==> src/rtl/comparator_pkg.sv <==
// Shared opcode and FSM state types for the iterative comparator, plus small
// opcode decode helpers used by the datapath and result mapping.
package comparator_pkg;

  typedef enum logic [3:0] {
    OP_SLT  = 4'b0101,
    OP_SGT  = 4'b0110,
    OP_SLTU = 4'b0111,
    OP_SGTU = 4'b1000,
    OP_EQ   = 4'b1001,
    OP_NE   = 4'b1010
  } cmp_op_e;

  typedef enum logic [1:0] {
    IDLE,
    SCAN,
    DONE
  } cmp_state_e;

  function automatic logic is_signed_op(input logic [3:0] op);
    return (op == OP_SLT) || (op == OP_SGT);
  endfunction

  function automatic logic is_legal_op(input logic [3:0] op);
    return (op >= OP_SLT) && (op <= OP_NE);
  endfunction

  // No decision after the full scan means the operands are equal.
  function automatic logic cmp_result(input logic [3:0] op, input logic lt, input logic gt);
    logic r;
    r = 1'b0;
    case (op)
      OP_SLT, OP_SLTU: r = lt;
      OP_SGT, OP_SGTU: r = gt;
      OP_EQ:           r = !(lt || gt);
      OP_NE:           r = lt || gt;
      default:         r = 1'b0;
    endcase
    return r;
  endfunction

endpackage

==> src/rtl/iterative_comparator_if.sv <==
// Operand/opcode request and Result response handshakes of the iterative comparator.
interface iterative_comparator_if #(
  parameter int WIDTH = 32
);
  logic             in_valid;
  logic             in_ready;
  logic [WIDTH-1:0] A;
  logic [WIDTH-1:0] B;
  logic [3:0]       opcode;
  logic             out_valid;
  logic             out_ready;
  logic [WIDTH-1:0] Result;
  logic             ZeroFlag;

  modport master (
    output in_valid, A, B, opcode, out_ready,
    input  in_ready, out_valid, Result, ZeroFlag
  );

  modport slave (
    input  in_valid, A, B, opcode, out_ready,
    output in_ready, out_valid, Result, ZeroFlag
  );
endinterface

==> src/rtl/chunk_compare.sv <==
// Unsigned magnitude compare of one CHUNK-bit slice of the operands.
module chunk_compare #(
  parameter int CHUNK = 8
) (
  input  logic [CHUNK-1:0] a,
  input  logic [CHUNK-1:0] b,
  output logic             lt,
  output logic             gt
);
  assign lt = (a < b);
  assign gt = (a > b);
endmodule

==> src/rtl/iterative_comparator.sv <==
// Multi-cycle WIDTH-bit comparator scanning CHUNK bits per cycle, MSB chunk first.
// Define ITERATIVE_COMPARATOR_EARLY_EXIT_EN to stop at the first differing chunk.
module iterative_comparator
  import comparator_pkg::*;
#(
  parameter int WIDTH = 32,
  parameter int CHUNK = 8
) (
  input logic                   clk,
  input logic                   rst_n,
  iterative_comparator_if.slave bus
);

  localparam int NCHUNK = (CHUNK >= 1) ? WIDTH / CHUNK : 1;
  localparam int IDX_W  = (NCHUNK > 1) ? $clog2(NCHUNK) : 1;
  localparam logic [WIDTH-1:0] MSB_MASK = {1'b1, {(WIDTH-1){1'b0}}};
`ifdef ITERATIVE_COMPARATOR_EARLY_EXIT_EN
  localparam bit EARLY_EXIT = 1'b1;
`else
  localparam bit EARLY_EXIT = 1'b0;
`endif

  if (WIDTH < 2 || CHUNK < 1 || (WIDTH % ((CHUNK >= 1) ? CHUNK : 1)) != 0) begin : g_bad_params
    $error("iterative_comparator: need WIDTH >= 2 and CHUNK >= 1 dividing WIDTH");
  end

  cmp_state_e       state_q, state_d;
  logic [IDX_W-1:0] idx_q, idx_d;
  logic [WIDTH-1:0] a_q, b_q;
  logic [WIDTH-1:0] result_q, result_d;
  logic [3:0]       op_q;
  logic             lt_q, gt_q, lt_d, gt_d;
  logic [CHUNK-1:0] a_chunk, b_chunk;
  logic             chunk_lt, chunk_gt;
  logic             new_decision;
  logic             accept;

  assign accept       = (state_q == IDLE) && bus.in_valid;
  assign a_chunk      = a_q[int'(idx_q) * CHUNK +: CHUNK];
  assign b_chunk      = b_q[int'(idx_q) * CHUNK +: CHUNK];
  assign new_decision = !(lt_q || gt_q) && (chunk_lt || chunk_gt);

  chunk_compare #(
    .CHUNK(CHUNK)
  ) u_chunk_compare (
    .a (a_chunk),
    .b (b_chunk),
    .lt(chunk_lt),
    .gt(chunk_gt)
  );

  // Illegal opcodes still spend one SCAN cycle so every operation has n >= 1.
  always_comb begin
    state_d  = state_q;
    idx_d    = idx_q;
    lt_d     = lt_q;
    gt_d     = gt_q;
    result_d = result_q;
    case (state_q)
      IDLE: begin
        if (bus.in_valid) begin
          state_d = SCAN;
          idx_d   = IDX_W'(NCHUNK - 1);
          lt_d    = 1'b0;
          gt_d    = 1'b0;
        end
      end
      SCAN: begin
        if (new_decision) begin
          lt_d = chunk_lt;
          gt_d = chunk_gt;
        end
        if (idx_q == '0 || !is_legal_op(op_q) || (EARLY_EXIT && new_decision)) begin
          state_d  = DONE;
          result_d = {{(WIDTH-1){1'b0}}, cmp_result(op_q, lt_d, gt_d)};
        end else begin
          idx_d = idx_q - 1'b1;
        end
      end
      DONE: begin
        if (bus.out_ready) begin
          state_d = IDLE;
        end
      end
      default: state_d = IDLE;
    endcase
  end

  always_ff @(posedge clk or negedge rst_n) begin
    if (!rst_n) begin
      state_q <= IDLE;
    end else begin
      state_q <= state_d;
    end
  end

  // Flipping both MSBs turns a signed compare into an unsigned one.
  always_ff @(posedge clk or negedge rst_n) begin
    if (!rst_n) begin
      idx_q    <= '0;
      lt_q     <= 1'b0;
      gt_q     <= 1'b0;
      result_q <= '0;
      a_q      <= '0;
      b_q      <= '0;
      op_q     <= '0;
    end else begin
      idx_q    <= idx_d;
      lt_q     <= lt_d;
      gt_q     <= gt_d;
      result_q <= result_d;
      if (accept) begin
        a_q  <= bus.A ^ (is_signed_op(bus.opcode) ? MSB_MASK : '0);
        b_q  <= bus.B ^ (is_signed_op(bus.opcode) ? MSB_MASK : '0);
        op_q <= bus.opcode;
      end
    end
  end

  assign bus.in_ready  = (state_q == IDLE);
  assign bus.out_valid = (state_q == DONE);
  assign bus.Result    = result_q;
  assign bus.ZeroFlag  = ~|result_q;

endmodule
==> src/flat_wrapper.sv <==
// flat-port wrapper written by rule: the top's interface ports become plain ports
module iterative_comparator_flat import comparator_pkg::*;
#(
  parameter int WIDTH = 32,
  parameter int CHUNK = 8
)
  (clk, rst_n, bus_in_valid, bus_A, bus_B, bus_opcode, bus_out_ready, bus_in_ready, bus_out_valid, bus_Result, bus_ZeroFlag);
  iterative_comparator_if #(.WIDTH(WIDTH)) bus_i ();
  input logic clk;
  input logic rst_n;
  input wire logic [$bits(bus_i.in_valid)-1:0] bus_in_valid;
  input wire logic [$bits(bus_i.A)-1:0] bus_A;
  input wire logic [$bits(bus_i.B)-1:0] bus_B;
  input wire logic [$bits(bus_i.opcode)-1:0] bus_opcode;
  input wire logic [$bits(bus_i.out_ready)-1:0] bus_out_ready;
  output wire logic [$bits(bus_i.in_ready)-1:0] bus_in_ready;
  output wire logic [$bits(bus_i.out_valid)-1:0] bus_out_valid;
  output wire logic [$bits(bus_i.Result)-1:0] bus_Result;
  output wire logic [$bits(bus_i.ZeroFlag)-1:0] bus_ZeroFlag;
  assign bus_i.in_valid = bus_in_valid;
  assign bus_i.A = bus_A;
  assign bus_i.B = bus_B;
  assign bus_i.opcode = bus_opcode;
  assign bus_i.out_ready = bus_out_ready;
  assign bus_in_ready = bus_i.in_ready;
  assign bus_out_valid = bus_i.out_valid;
  assign bus_Result = bus_i.Result;
  assign bus_ZeroFlag = bus_i.ZeroFlag;
  iterative_comparator #(.WIDTH(WIDTH), .CHUNK(CHUNK)) u_core (.clk(clk), .rst_n(rst_n), .bus(bus_i));
endmodule
==> config.mk <==
export PLATFORM = sky130hd
export DESIGN_NAME = iterative_comparator_flat
export DESIGN_NICKNAME = d
export VERILOG_FILES = /design/src/rtl/comparator_pkg.sv /design/src/rtl/iterative_comparator_if.sv /design/src/rtl/chunk_compare.sv /design/src/rtl/iterative_comparator.sv /design/src/flat_wrapper.sv
export SDC_FILE = /design/constraint.sdc
export NUM_CORES = 1
export LEC_CHECK = 0
export CAP_MARGIN = 25
export CORE_UTILIZATION = 45
export DETAILED_ROUTE_END_ITERATION = 10
export HOLD_SLACK_MARGIN = 0.05
export PLACE_DENSITY = 0.75
export SYNTH_ARGS = -nofsm -noshare
export SYNTH_HDL_FRONTEND = slang
export SYNTH_HIERARCHICAL = 1
export SYNTH_SLANG_ARGS = --single-unit
==> constraint.sdc <==
create_clock -name clk -period 3.5 [get_ports clk]
set_input_delay 0.525 -clock clk [delete_from_list [all_inputs] [get_ports clk]]
set_output_delay 0.525 -clock clk [all_outputs]
set_load 0.03 [all_outputs]
==> flow_summary.toml, run 1 <==
[logic_synthesis]
postSynthCellCount = 282
synth-compound-area-share_pct = 3.84
synth_top_family_by_area = "multiplexers"
synthesis.area_per_instance_sq_um = 14.3
synth_xor_xnor_area_share_pct = 0.650
synthAdderAreaFrac_pct = 2.78
ys_seq_elements = 75
register_area_share_after_synthesis_pct = 46.4
netlist-cell-type-count = 37
synth.cell_area_sq_mm = 0.00405
post_synth_and_or_nand_nor_area_fraction_pct = 4.27
muxShareOfSynthArea_pct = 32.2
synth_top_cell_by_area = "dfrtp_1"
ys.flop_type = "dfrtp_1"
synth-edff-count = 0
yosys-top-cells-area = "dfrtp_1 46%, mux2_4 19%, mux4_2 8.9%"
synth.top_cell.area_share_pct = 46.4
yosysWarningCount = 6
synth_async_sr_flop_share_pct = 100

[setup_path]
rr_endpoint = "u_core/bus.Result[0]"
worst_setup_path_start_kind = "flip-flop"
worstPathRequired_ns = 3.74
critPathKind = "flip-flop to flip-flop"
timing.rr.start = "u_core/idx_q[1]"
timing.critical_path.to_type = "flip-flop"
crit_arrival_ns = 3.04
setup.reg_to_reg.worst_slack_ns = 0.70
slowest_delay_ns = 0.77
crit_path_top_delay_cell = "dfrtp_1"
worst_r2r_path_depth = 11
critPathMaxFanout = 15
path_common_cell = "o211ai_1"
critical_path.cell_chain = "buf_4 > mux4_2 > inv_1 > ha_1 > nand2_1 > o21ai_0 > nor2_1 > nor2b_1 > o211ai_1 > o211ai_1 > a32o_1"

[pwr]
p_switching_mw = 1.50
p_leak_nw = 2.23
clock_power_share_pct = 16.6
power_density_mw_per_mm2 = 893
sequentialPowerShare_pct = 36.0
power_report.internal_total_mw = 2.97
vdd_drop_max_mv = 0.309
totalPowerFinal_mw = 4.47
combPwrFrac_pct = 47.3
switching_share_of_power_pct = 33.5

[hold_path]
classification_of_the_worst_slack_hold_path = "primary input to async pin"

[cts]
clk_transition_reported_paths_ns = 0.08
h-tree-depth = 3
holdBufCountCts = 0
cts_max_path_buffers = 2
cts-root-buf = "clkbuf_8"
number_of_post_cts_setup_repair_buffers = 0
cts_inserted_buffers = 9
post_cts.resized_instances = 0
insertion_delay_ns = 0.36
numClockSinks = 75
tritoncts = "yes"

[floorplan]
initial_utilization_pct = 46.4
die_h_um = 96.8
die_w_um = 96.8
core_sq_mm = 0.00872
num_rows = 34
io_pins = 107
floorplan.die_area_sq_mm = 0.00937

[timing]
drv_slew = 0
max_freq_ghz = 0.357
period_needed_ns = 2.80
worst-slew-pin-transition_ns = 0.660
timing.final.setup_violations = 0
worst_clock_skew_ns = 0.00911
holdWs_ns = 0.177
finalHoldViolations = 0
fin_crit_sh_pct = 79.9
tns_ns = 0
rsz0062_at_grt = "no"
relative_max_transition_margin_pct = 56.0

[grt]
grt_util_all_layers_pct = 17.5
grt_total_ovfl = 0
grt_max_degree = 76
antenna_found_initial = 0
global_route_wire_length_before_repair_mm = 12.8
grt_pass1_vias = 2542

[layout]
area.growth.synth_to_final_pct = 23.6
fillers = 707
fraction_of_final_layout_cells_sized_beyond_drive_strength_1_pct = 30.4
seq_area_sq_mm = 0.00188
nNetsFinal = 441
multi_input_area_sq_mm = 0.00189
n_antenna_cell = 0
finish.instance_area_sq_mm = 0.00500

[status]
run_status = "complete, no violations"

[routing]
finalWirelength_mm = 7.55
vias_per_cell = 5.00
detailedRoute.firstIterationViolations = 108
drt-wirelength-per-cell_um = 16.0
drc_violation_count_after_routing = 0
drtPass1Iterations = 4
antenna_violating_nets_post_route = 0
routed-via-count = 2364

[placement]
numPortBuffers = 75
place.detailed.hpwl_mm = 5.48
post_dp_cell_area_sq_mm = 0.00475
place_congestion = 0.826

[job]
cap_viol_max_count = 0
-- stage by stage --
| step | setup slack, ns | utilization (%) | cells |
|---|---|---|---|
| global route | 0.483 | 57.3 | 473 |
| floorplan | 0.918 | - | 312 |
| global placement | 0.825 | 54.4 | 456 |
| detailed placement | 0.716 | 54.4 | 456 |
| finish | 0.703 | 57.3 | 473 |
| CTS | 0.695 | 57.0 | 472 |
-- how the worst max path moves through the flow --
stage / start / end / slack, ns / depth (start not counted)
floorplan: u_core/idx_q[0] / u_core/bus.Result[0] / 0.92 / 12
global placement: u_core/idx_q[1] / u_core/bus.Result[0] / 0.83 / 10
detailed placement: u_core/idx_q[1] / u_core/bus.Result[0] / 0.72 / 10
CTS: u_core/idx_q[1] / u_core/bus.Result[0] / 0.69 / 10
global route: u_core/idx_q[1] / u_core/bus.Result[0] / 0.48 / 10
finish: u_core/idx_q[1] / u_core/bus.Result[0] / 0.70 / 11
-- cell type report --
class                      count  area share (%)
multi-input combinational    180            37.8
clock inverter                 6            1.78
tap                          108            2.70
clock buffer                  10            2.75
inverter                      14            1.05
timing repair buffer          80            16.4
sequential                    75            37.5
-- flip-flops by register name, summed over array words and instances, names as in the netlist --
signal,cells
u_core/a_q,32
u_core/b_q,32
u_core/bus.Result,1
u_core/gt_q,1
u_core/idx_q,2
u_core/lt_q,1
u_core/op_q,4
u_core/state_q,2
-- worst max-delay path: cells and delay by family (launching register included) --
family,cells,cell delay (ns)
and+or+nand+nor,3,0.30
buffers and inverters,2,0.31
AOI/OAI and AO/OA,4,0.80
DFF,1,0.77
adders and majority gates,1,0.31
muxes,1,0.19
-- routing by layer --
layer,share of wire (%),wire [um],vias to the layer above,track usage [%]
met5,0,0,-,0
met4,1.7,129,0,6.31
met3,4.8,361,13,4.55
met2,46,3500,80,26.2
met1,47,3560,1174,24.5
li1,-,-,1097,-
-- Yosys cell counts, drive strengths merged, types with 3 or more instances --
master / instances
xnor2: 3
inv: 14
nor2: 12
mux4: 16
ha: 9
buf: 43
dfrtp: 75
o211ai: 3
o21ai: 3
mux2: 65
nand2: 4
nor2b: 3
a21oi: 11
-- layout by cell type (no fill, tap or decap), types with 2 or more instances in the layout --
cell	instances
dfrtp_1	75
clkdlybuf4s50_1	74
mux2_4	51
conb_1	31
mux4_2	16
inv_1	14
mux2_2	14
nor2_1	11
clkbuf_8	10
a21oi_1	10
ha_1	9
buf_4	4
nand2_1	4
nor2b_1	3
xnor2_1	3
o21ai_0	3
bufinv_16	2
clkinvlp_4	2
mux2i_1	2
o211ai_1	2
nand3_1	2
nand4_1	2
-- logic make-up (layout without fill, tap and decap cells) --
logic type	Yosys count	count (layout)
AO/OA/AOI/OAI	23	23
XOR/XNOR	3	3
adder cells (fa/ha/maj)	9	9
buffers and inverters	57	110
flip-flops	75	75
multiplexers	83	83
other	1	31
AND/OR/NAND/NOR	31	31
-- power groups by stage --
stage / registers (mW) / logic [mW] / clock network [mW]
6_report: 1.61 / 2.11 / 0.742
5_1_grt: 1.67 / 2.33 / 0.792
4_1_cts: 1.61 / 2.13 / 0.758
3_5_place_dp: 1.62 / 2.11 / 0
3_3_place_gp: 1.61 / 2.02 / 0
2_1_floorplan: 1.47 / 1.80 / 0
No activity file was read; power rests on OpenSTA's default activity.
==> run 2: changes to the inputs <==
==> constraint.sdc (replaced) <==
create_clock -name clk -period 2.7 [get_ports clk]
set_input_delay 0.405 -clock clk [delete_from_list [all_inputs] [get_ports clk]]
set_output_delay 0.405 -clock clk [all_outputs]
set_load 0.03 [all_outputs]
==> run 2 against run 1 <==
Compared with the run above: core utilization increased by 1.5 points; routed wire length increased by 0.91%; critical path depth unchanged; maximum frequency increased by 4.1%.
==> flow_summary.toml, run 2 (synthesis results as in run 1) <==
[routing]
drtPass1Iterations = 4
drt-wirelength-per-cell_um = 15.9
detailedRoute.firstIterationViolations = 140
routed-via-count = 2368
met2RoutedLength_mm = 3.46
top_signal_layer_used = "met4"
wl_met1_mm = 3.71
met3_wirelength_um = 333
drc_violation_count_after_routing = 0
antenna_violating_nets_post_route = 0
finalWirelength_mm = 7.62
vias_per_cell = 4.94

[cts]
h-tree-depth = 3
tritoncts = "yes"
cts-root-buf = "clkbuf_8"
cts_inserted_buffers = 9
holdBufCountCts = 0
cts_max_path_buffers = 2
clk_transition_reported_paths_ns = 0.07
insertion_delay_ns = 0.35
numClockSinks = 75

[timing]
fin_crit_sh_pct = 99.5
rsz0062_at_grt = "yes"
period_needed_ns = 2.69
holdWs_ns = 0.0278
relative_max_transition_margin_pct = 66.3
timing.final.setup_violations = 0
worst_clock_skew_ns = 0.00664
finalHoldViolations = 0
postLayoutSetupSlackWorst_ns = 0.0140
max_freq_ghz = 0.372
drv_slew = 0
worst-slew-pin-transition_ns = 0.505

[grt]
grt_total_ovfl = 0
global_route_wire_length_before_repair_mm = 12.5
antenna_found_initial = 0
grt_max_degree = 76
grt_util_all_layers_pct = 17.1
grt_pass1_vias = 2515

[pwr]
switching_share_of_power_pct = 32.5
p_switching_mw = 1.99
totalPowerFinal_mw = 6.12
combPwrFrac_pct = 48.9
vdd_drop_max_mv = 0.453
p_leak_nw = 2.30
sequentialPowerShare_pct = 33.4
clock_power_share_pct = 17.7
power_report.internal_total_mw = 4.13
power_density_mw_per_mm2 = 1190

[layout]
n_antenna_cell = 0
area.growth.synth_to_final_pct = 27.0
fraction_of_final_layout_cells_sized_beyond_drive_strength_1_pct = 32.9
fillers = 678
largest_registers = "u_core/a_q x32, u_core/b_q x32, u_core/op_q x4"
seq_area_sq_mm = 0.00188
nNetsFinal = 447
multi_input_area_sq_mm = 0.00192
mostFrequentLayoutCells = "74 x clkdlybuf4s50_1, 74 x dfrtp_1, 51 x mux2_4"

[floorplan]
num_rows = 34
initial_utilization_pct = 46.4
core_sq_mm = 0.00872
io_pins = 107
die_w_um = 96.8
die_h_um = 96.8
floorplan.die_area_sq_mm = 0.00937

[status]
run_status = "complete, no violations"

[setup_path]
worstPathRequired_ns = 2.93
rr_endpoint = "u_core/bus.Result[0]"
worst_r2r_path_depth = 11
timing.rr.start = "u_core/idx_q[0]"
timing.critical_path.to_type = "flip-flop"
critPathKind = "flip-flop to flip-flop"
critPathMaxFanout = 5
worst_setup_path_start_kind = "flip-flop"
crit_arrival_ns = 2.92
setup.reg_to_reg.worst_slack_ns = 0.01

[placement]
pre_cts_slack_ns = 0.0182
numPortBuffers = 75
place_congestion = 0.766
place.detailed.hpwl_mm = 5.25

[job]
cap_viol_max_count = 0

[hold_path]
classification_of_the_worst_slack_hold_path = "primary input to async pin"
## run 2: worst max-delay path, stage by stage (launching register included)
cell and delay (ns):
dfrtp_2 0.44, buf_6 0.15, buf_4 0.11, mux4_2 0.50, ha_1 0.33, o211ai_2 0.10, a21oi_2 0.20, nor2_2 0.08
nor2b_4 0.14, o211ai_1 0.18, o211ai_1 0.11, a32o_1 0.25
## run 2: what timing repair did
| item | in CTS | in global routing |
|---|---|---|
| setup endpoints to repair | 0 | 1 |
| resized for setup | 0 | 10 |
| buffers inserted | 0 | 3 |
## run 2: layer usage
layer,track usage (%),up-vias
met5,0,-
met4,7.12,0
met3,3.47,10
met2,25.4,86
met1,24.5,1171
li1,-,1101
## run 2: cell type report
class / instances / area share (%)
clock inverters: 5 / 2.10
clock buffers: 11 / 2.95
well taps: 108 / 2.63
repair buffers: 86 / 17.3
multi-input cells: 180 / 37.4
flip-flops and latches: 75 / 36.6
inverters: 14 / 1.02
## run 2: power groups by stage
stage               registers [mW]  logic (mW)  clock network [mW]
floorplan                     1.91        2.33                   0
global placement              2.03        2.71                   0
detailed placement            2.05        2.79                   0
CTS                           2.03        2.80                1.11
global route                  2.12        3.26                1.16
finish                        2.05        3.00                1.08
## run 2: how the worst max path moves through the flow
stage	startpoint	endpoint	slack [ns]	cells after the start
6_report	u_core/idx_q[0]	u_core/bus.Result[0]	0.01	11
5_1_grt	u_core/idx_q[0]	u_core/bus.Result[0]	-0.11	11
4_1_cts	u_core/idx_q[0]	u_core/bus.Result[0]	0.004	11
3_5_place_dp	u_core/idx_q[0]	u_core/bus.Result[0]	0.02	11
3_3_place_gp	u_core/idx_q[0]	u_core/bus.Result[0]	0.11	11
2_1_floorplan	u_core/idx_q[0]	u_core/bus.Result[0]	0.12	12
## run 2: stage by stage
step,util (%),TNS (ns),cells,cell area (sq um)
6_report,58.9,0,479,5140
2_1_floorplan,-,0,312,4160
5_1_grt,58.9,-0.108,479,5140
3_5_place_dp,54.7,0,458,4770
3_3_place_gp,54.7,0,458,4770
4_1_cts,57.7,0,474,5030
==> run 3: changes to the inputs <==
==> constraint.sdc (replaced) <==
create_clock -name clk -period 3.27 [get_ports clk]
set_input_delay 0.4905 -clock clk [delete_from_list [all_inputs] [get_ports clk]]
set_output_delay 0.4905 -clock clk [all_outputs]
set_load 0.03 [all_outputs]
==> run 3 against run 2 <==
Compared with the run above: sequential share of layout area increased by 0.92 points; clock-buffer cell count decreased by 1; setup slack improved by 0.53 ns; final area decreased by 2.5%; critical endpoint unchanged; worst hold slack improved by 0.11 ns; non-clock buffer count decreased by 6.
==> flow_summary.toml, run 3 (synthesis results as in run 1) <==
[setup_path]
timing.rr.start = "u_core/idx_q[0]"
worst_setup_path_start_kind = "flip-flop"
worst_r2r_path_depth = 10
crit_path_top_delay_cell = "mux4_2"
setup.reg_to_reg.worst_slack_ns = 0.55
crit_arrival_ns = 2.96
critPathMaxFanout = 14
critical_path.cell_chain = "buf_4 > mux4_2 > ha_1 > nand4_1 > a21oi_2 > nor2_1 > nor2b_1 > o211ai_1 > o211ai_1 > a32o_1"
path_common_cell = "o211ai_1"
worstPathRequired_ns = 3.51
critPathKind = "flip-flop to flip-flop"
timing.critical_path.to_type = "flip-flop"
slowest_delay_ns = 0.55
rr_endpoint = "u_core/bus.Result[0]"

[floorplan]
floorplan.die_area_sq_mm = 0.00937
num_rows = 34
core_sq_mm = 0.00872
io_pins = 107
initial_utilization_pct = 46.4
die_w_um = 96.8
die_h_um = 96.8

[routing]
drtPass1Iterations = 6
drt-wirelength-per-cell_um = 15.8
vias_per_cell = 5.01
finalWirelength_mm = 7.49
antenna_violating_nets_post_route = 0
drc_violation_count_after_routing = 0
routed-via-count = 2372
detailedRoute.firstIterationViolations = 97

[layout]
largest_registers = "u_core/a_q x32, u_core/b_q x32, u_core/op_q x4"
final_common_cell = "dfrtp_1"
finish.utilization_pct = 57.4
fraction_of_final_layout_cells_sized_beyond_drive_strength_1_pct = 30.4
nNetsFinal = 441
finish.cell_count_without_fillers = 473
n_antenna_cell = 0
mostFrequentLayoutCells = "75 x dfrtp_1, 74 x clkdlybuf4s50_1, 51 x mux2_4"
area.growth.synth_to_final_pct = 23.8

[cts]
holdBufCountCts = 0
post_cts.resized_instances = 0
h-tree-depth = 3
cts_max_path_buffers = 2
cts-root-buf = "clkbuf_8"
number_of_post_cts_setup_repair_buffers = 0
numClockSinks = 75
cts_inserted_buffers = 9
clk_transition_reported_paths_ns = 0.08
tritoncts = "yes"
insertion_delay_ns = 0.35

[pwr]
vdd_drop_max_mv = 0.398
p_leak_nw = 2.24
power_density_mw_per_mm2 = 952
totalPowerFinal_mw = 4.77

[grt]
grt_max_degree = 76
global_route_wire_length_before_repair_mm = 12.7
grt_util_all_layers_pct = 17.4
grt_pass1_vias = 2499
grt_total_ovfl = 0
antenna_found_initial = 0

[timing]
finalHoldViolations = 0
tns_ns = 0
max_freq_ghz = 0.367
period_needed_ns = 2.72
drv_slew = 0
worst_clock_skew_ns = 0.0104
rsz0062_at_grt = "no"
timing.final.setup_violations = 0
relative_max_transition_margin_pct = 65.7
worst-slew-pin-transition_ns = 0.515
fin_crit_sh_pct = 83.3

[status]
run_status = "complete, no violations"

[job]
cap_viol_max_count = 0

[hold_path]
classification_of_the_worst_slack_hold_path = "primary input to async pin"

[placement]
place_congestion = 0.815
numPortBuffers = 75
place.detailed.hpwl_mm = 5.36
placed_cells_incl_taps = 456
run 3: cell types whose count changed in the layout (fill, tap and decap cells not counted), moves of 2 or more:
cell,previous run,this run
o21ai_0,1,3
nor2b_1,1,3
nor2b_4,2,0
buf_12,3,1
buf_4,7,4
o21ai_1,2,0
run 3: layer usage:
layer  part of all wire, %  global-route usage [%]
met5                     0                       0
met4                   1.1                    5.51
met3                   5.1                    5.06
met2                    48                    27.8
met1                    46                    22.9
run 3: worst max path at each step:
stage / slack (ns) / endpoint / from
global route: 0.30 / u_core/bus.Result[0] / u_core/idx_q[0]
finish: 0.55 / u_core/bus.Result[0] / u_core/idx_q[0]
floorplan: 0.69 / u_core/bus.Result[0] / u_core/idx_q[0]
global placement: 0.67 / u_core/bus.Result[0] / u_core/idx_q[0]
CTS: 0.53 / u_core/bus.Result[0] / u_core/idx_q[0]
detailed placement: 0.54 / u_core/bus.Result[0] / u_core/idx_q[0]
run 3: cell type report:
type	instances	area (sq um)
multi-input cells	180	1890
inverters	14	52.6
repair buffers	80	818
clock buffers	10	138
fillers	717	3710
clock inverters	6	95.1
well taps	108	135
flip-flops and latches	75	1880
run 3: power breakdown:
group          leakage, nW  switching [mW]  internal [mW]
registers            0.880           0.306           1.39
logic                 1.24           0.928           1.33
clock network        0.117           0.355          0.458
total                 2.24            1.59           3.18
run 3: metrics by stage:
step / hold WS, ns / setup WS [ns] / area, sq um
detailed placement: 0.491 / 0.539 / 4750
global route: 0.166 / 0.299 / 5010
floorplan: 0.195 / 0.688 / 4160
finish: 0.133 / 0.547 / 5010
global placement: 0.484 / 0.668 / 4750
CTS: 0.313 / 0.534 / 4980
run 3: worst max-delay path, delay by kind of cell, from the launching register on:
family / cells / cell delay (ns)
AOI/OAI and AO/OA: 4 / 0.73
adders and majority gates: 1 / 0.34
buffers and inverters: 1 / 0.27
DFF: 1 / 0.34
muxes: 1 / 0.55
and+or+nand+nor: 3 / 0.38
